`config.mk`:
```
export PLATFORM = sky130hd
export DESIGN_NAME = pulse_block_buffer
export DESIGN_NICKNAME = d
export VERILOG_FILES = /design/src/rtl/pulse_block_buffer.sv
export SDC_FILE = /design/constraint.sdc
export NUM_CORES = 2
export LEC_CHECK = 0
export BUFFER_PORTS_ARGS = -buffer_cell sky130_fd_sc_hd__buf_2
export CAP_MARGIN = 25
export CORE_ASPECT_RATIO = 0.9
export CORE_MARGIN = 2
export CORE_UTILIZATION = 45
export DETAILED_ROUTE_END_ITERATION = 16
export PLACE_DENSITY = 0.61
export SYNTH_ARGS = -nofsm -noshare
export SYNTH_HDL_FRONTEND = slang
export SYNTH_SLANG_ARGS = --single-unit
```
`constraint.sdc`:
```
create_clock -name clk_72MHz -period 4 [get_ports clk_72MHz]
set_clock_uncertainty 0.1 [all_clocks]
set_input_delay 0.2 -clock clk_72MHz [delete_from_list [all_inputs] [get_ports clk_72MHz]]
set_output_delay 0.2 -clock clk_72MHz [all_outputs]
set_load 0.05 [all_outputs]
```
`src/rtl/pulse_block_buffer.sv`:
```
// rtl/pulse_block_buffer.sv - per-sensor timestamped block store answering indexed block requests.
// Optional sticky overflow flag: define PULSE_BUFFER_OVERFLOW_EN.
module pulse_block_buffer #(
    parameter int DEPTH      = 64,
    parameter int HOLD_TICKS = 144000
) (
    input  logic        clk_72MHz,
    input  logic        reset,
    input  logic [23:0] sys_ts,
    input  logic [16:0] data_in,
    input  logic        data_valid,
    input  logic [7:0]  block_wanted_number,
    output logic [40:0] block_wanted,
    output logic        data_ready,
`ifdef PULSE_BUFFER_OVERFLOW_EN
    output logic        overflow,
`endif
    output logic [7:0]  avl_blocks_nb
);

    localparam int AW = $clog2(DEPTH);

    typedef enum logic [1:0] {EMPTY, FILLING, HOLD} state_t;

    state_t          state;
    logic [40:0]     mem [DEPTH];
    logic [40:0]     rd_data;
    logic [17:0]     hold_cnt;
    logic [7:0]      req_q;
    logic [7:0]      last_req;
    logic            rd_pending;
    logic            rd_oob;
    logic            full;
    logic            wr_en;
    logic            issue;
    logic [AW-1:0]   wr_addr;
    logic [AW-1:0]   rd_addr;

    assign full    = (avl_blocks_nb == 8'(DEPTH));
    assign wr_en   = data_valid && !full;
    assign issue   = (req_q != 8'd0) && (req_q != last_req);
    assign wr_addr = AW'(avl_blocks_nb);
    assign rd_addr = AW'(req_q - 8'd1);

    // A read issued to the slot being written is always out of range, so no bypass is needed.
    always_ff @(posedge clk_72MHz) begin
        if (wr_en)
            mem[wr_addr] <= {sys_ts, data_in};
        if (issue)
            rd_data <= mem[rd_addr];
    end

    always_ff @(posedge clk_72MHz or posedge reset) begin
        if (reset) begin
            state         <= EMPTY;
            hold_cnt      <= 18'd0;
            req_q         <= 8'd0;
            last_req      <= 8'd0;
            rd_pending    <= 1'b0;
            rd_oob        <= 1'b0;
            block_wanted  <= 41'd0;
            data_ready    <= 1'b0;
            avl_blocks_nb <= 8'd0;
`ifdef PULSE_BUFFER_OVERFLOW_EN
            overflow      <= 1'b0;
`endif
        end else begin
            req_q    <= block_wanted_number;
            last_req <= req_q;

            // A new index supersedes any read in flight; only the latest one completes.
            if (req_q == 8'd0) begin
                data_ready <= 1'b0;
                rd_pending <= 1'b0;
            end else if (issue) begin
                data_ready <= 1'b0;
                rd_pending <= 1'b1;
                rd_oob     <= (req_q > avl_blocks_nb);
            end else if (rd_pending) begin
                rd_pending   <= 1'b0;
                data_ready   <= 1'b1;
                block_wanted <= rd_oob ? 41'd0 : rd_data;
            end

            if (wr_en)
                avl_blocks_nb <= avl_blocks_nb + 8'd1;
            if (data_valid)
                hold_cnt <= 18'd0;
`ifdef PULSE_BUFFER_OVERFLOW_EN
            if (data_valid && full)
                overflow <= 1'b1;
`endif

            case (state)
                EMPTY: begin
                    if (wr_en)
                        state <= FILLING;
                end
                FILLING: begin
                    if (!data_valid) begin
                        if (hold_cnt == 18'(HOLD_TICKS))
                            state <= HOLD;
                        else
                            hold_cnt <= hold_cnt + 18'd1;
                    end
                end
                HOLD: begin
                    if (data_valid) begin
                        state <= FILLING;
                    end else if (block_wanted_number == 8'd0) begin
                        avl_blocks_nb <= 8'd0;
                        data_ready    <= 1'b0;
                        hold_cnt      <= 18'd0;
                        state         <= EMPTY;
`ifdef PULSE_BUFFER_OVERFLOW_EN
                        overflow      <= 1'b0;
`endif
                    end
                end
                default: state <= EMPTY;
            endcase
        end
    end

endmodule

```
==> reports/results.tsv <==
metric	value	unit
die_w	516	um
cts_root_buffer	clkbuf_16	
grt_pass1_wl	396000	um
finalSetupViolations	0	
via_per_inst	6.03	
worst_pin_slew	1.12	ns
drv_cap	0	
start_util	45.4	%
startpoint_type	flip-flop	
layout.cells.most_common_list	edfxtp_1, mux4_2, nand2_1, clkbuf_16, buf_4	
finish.instance_area	0.123	sq mm
drc	0	
fp.dieH	464	um
drt_iter0_markers	7319	
wl_per_cell	32.4	um
synth-edff-count	2665	
outcome	finished, final reports clean	
numCtsBuffers	294	
path_max_fanout	38	
dieArea	0.239	sq mm
grt_usage	23.5	%
rows	168	
drive_above_1_share	28.0	%
syn-num-nets	4941	
first_global_vias	52500	
period_needed	3.85	ns
synth_ff_type	edfxtp_1	
async_flop_share	3.20	%
drt_first_pass_iters	6	
yosysTopAreaCell	edfxtp_1	
core_area	0.234	sq mm
hpwl	152000	um
cp-end-kind	flip-flop	
max_freq	260	MHz
dpl-instance-area	0.113	sq mm
yosysSeqAreaShare	77.6	%
clock_latency	0.91	ns
cp_data_arrival_time	4.36	ns
finalNetCount	5414	
synth_area	0.106	sq mm
htreeDepth	5	
cts_tree	built	
path_clk_slew	0.06	ns
powerDensity	537	mW/mm^2
synth_warnings	0	
synthTopCellsByArea	edfxtp_1, mux4_2, dfrtp_1	
fin_crit_sh	96.2	%
gp_congestion	0.797	
port-buffer-count	101	
vias	52500	
postRouteAntennaNets	0	
synth-seq-cells	2753	
grt_max_degree	97	
cts_buffer_depth	4	
syn_to_final_growth	16.0	%
fin_setup_tns	0	ns
drt_wl_total	282000	um
timing.slew.headroom	25.4	%
hold_class	input pin to flip-flop	
antenna_found_initial	20	
cellLeakagePower	0.0396	uW
hold_violations	0	
grt-ovfl-total	0	
pin_count	102	
rsz0062_at_grt	no	
vdd_ir_drop_max	523	uV
synth_top_area_share	75.5	%
syn_inst	4871	
required	4.51	ns
synth.distinct_cells	58	
final-max-slew-violation-count	0	
path_class	flip-flop to flip-flop	
final_common_cell	edfxtp_1	
cts.sinks	2753	
syn_area_per_cell	21.8	sq um
[flip-flops by register name, indices dropped and copies added, names as in the netlist, 2 cells and up]
register and flops:
avl_blocks_nb 8, block_wanted 41, hold_cnt 18, last_req 8, mem 2624, rd_data 41
req_q 8, state 2
[through the flow]
stage | util [%] | setup slack [ns] | std cells | hold slack [ns] | power [uW]
after floorplan | - | -0.176 | 4871 | 0.131 | 37200
after global placement | 48.2 | -0.284 | 8098 | 0.223 | 40200
after detailed placement | 48.3 | 0.0843 | 8113 | 0.224 | 40300
after CTS | 52.5 | 0.0631 | 8674 | 0.0836 | 66400
after global routing | 52.6 | 0.0269 | 8696 | 0.0345 | 67900
final | 52.6 | 0.153 | 8699 | 0.0424 | 66000
[what timing repair did]
| item | 4_1_cts | 5_1_grt |
|---|---|---|
| resized for setup | 0 | 0 |
| buffers inserted | 0 | 0 |
| hold buffers | 60 | 0 |
| endpoints found under the hold margin | 2465 | 0 |
[metal layers]
layer  track usage, %  part of all wire (%)  vias to the layer above  wire length [um]
met2             37.0                    47                     2537            133000
li1                 -                     -                    21200                 -
met1             33.2                    40                    28200            113000
met3             4.93                   9.2                      525             25800
met5            0.161                 0.024                        -                67
met4             7.22                   3.2                        4              8880
[critical path, stage by stage (launching register included)]
cell      delay [ns]
dfrtp_4         0.53
inv_2           0.11
ha_4            0.59
buf_12          0.30
mux4_2          0.34
mux4_2          0.48
and2_1          0.19
a211oi_2        0.75
a31oi_1         0.06
[path summary, 6_finish.rpt]
check	start	end	slack, ns	depth (start not counted)
hold reg to reg	block_wanted[14]	block_wanted[14]	0.38	1
min in group asynchronous	reset	hold_cnt[10]	0.22	4
max in group asynchronous	reset	block_wanted[40]	2.52	6
hold / removal	sys_ts[21]	mem[59][38]	0.04	2
setup / recovery	req_q[0]	rd_data[15]	0.15	8
setup reg to reg	req_q[0]	rd_data[15]	0.15	8
[kinds of logic after synthesis]
group,synth area share (%)
DFF,77.6
muxes,16.1
and+or+nand+nor,3.13
buffers and inverters,1.28
AOI/OAI and AO/OA,1.51
xor gates and xnor gates,0.172
adders and majority gates,0.213
[cells in the mapped netlist (all sizes together) (8+ instances only)]
master / instances
buf: 145
o21ai: 63
ha: 18
a21oi: 39
mux2i: 68
nor3: 9
edfxtp: 2665
mux4: 706
xnor2: 9
inv: 23
mux2: 41
a32oi: 30
a21o: 23
o221ai: 20
and2: 25
nor2b: 44
nand2: 389
a31oi: 12
nand3: 106
clkbuf: 120
dfrtp: 88
a211oi: 28
nor4: 8
nor2: 97
o31a: 8
nand4: 37
xor2: 11
[power breakdown]
group	switching, uW	internal, uW	total (uW)
combinational	4310	2320	6630
sequential	425	32700	33100
clock	10800	15500	26300
[layout make-up]
cell class                 count  area [sq um]
fill                       17900        111000
sequential                  2753         82200
multi-input combinational   1830         23000
clock buffer                 373          7850
timing repair buffer         442          4570
tap                         3145          3940
clock inverter               128          1260
inverter                      23          88.8
antenna                        5          12.5
(Power assumes the default switching activity.)
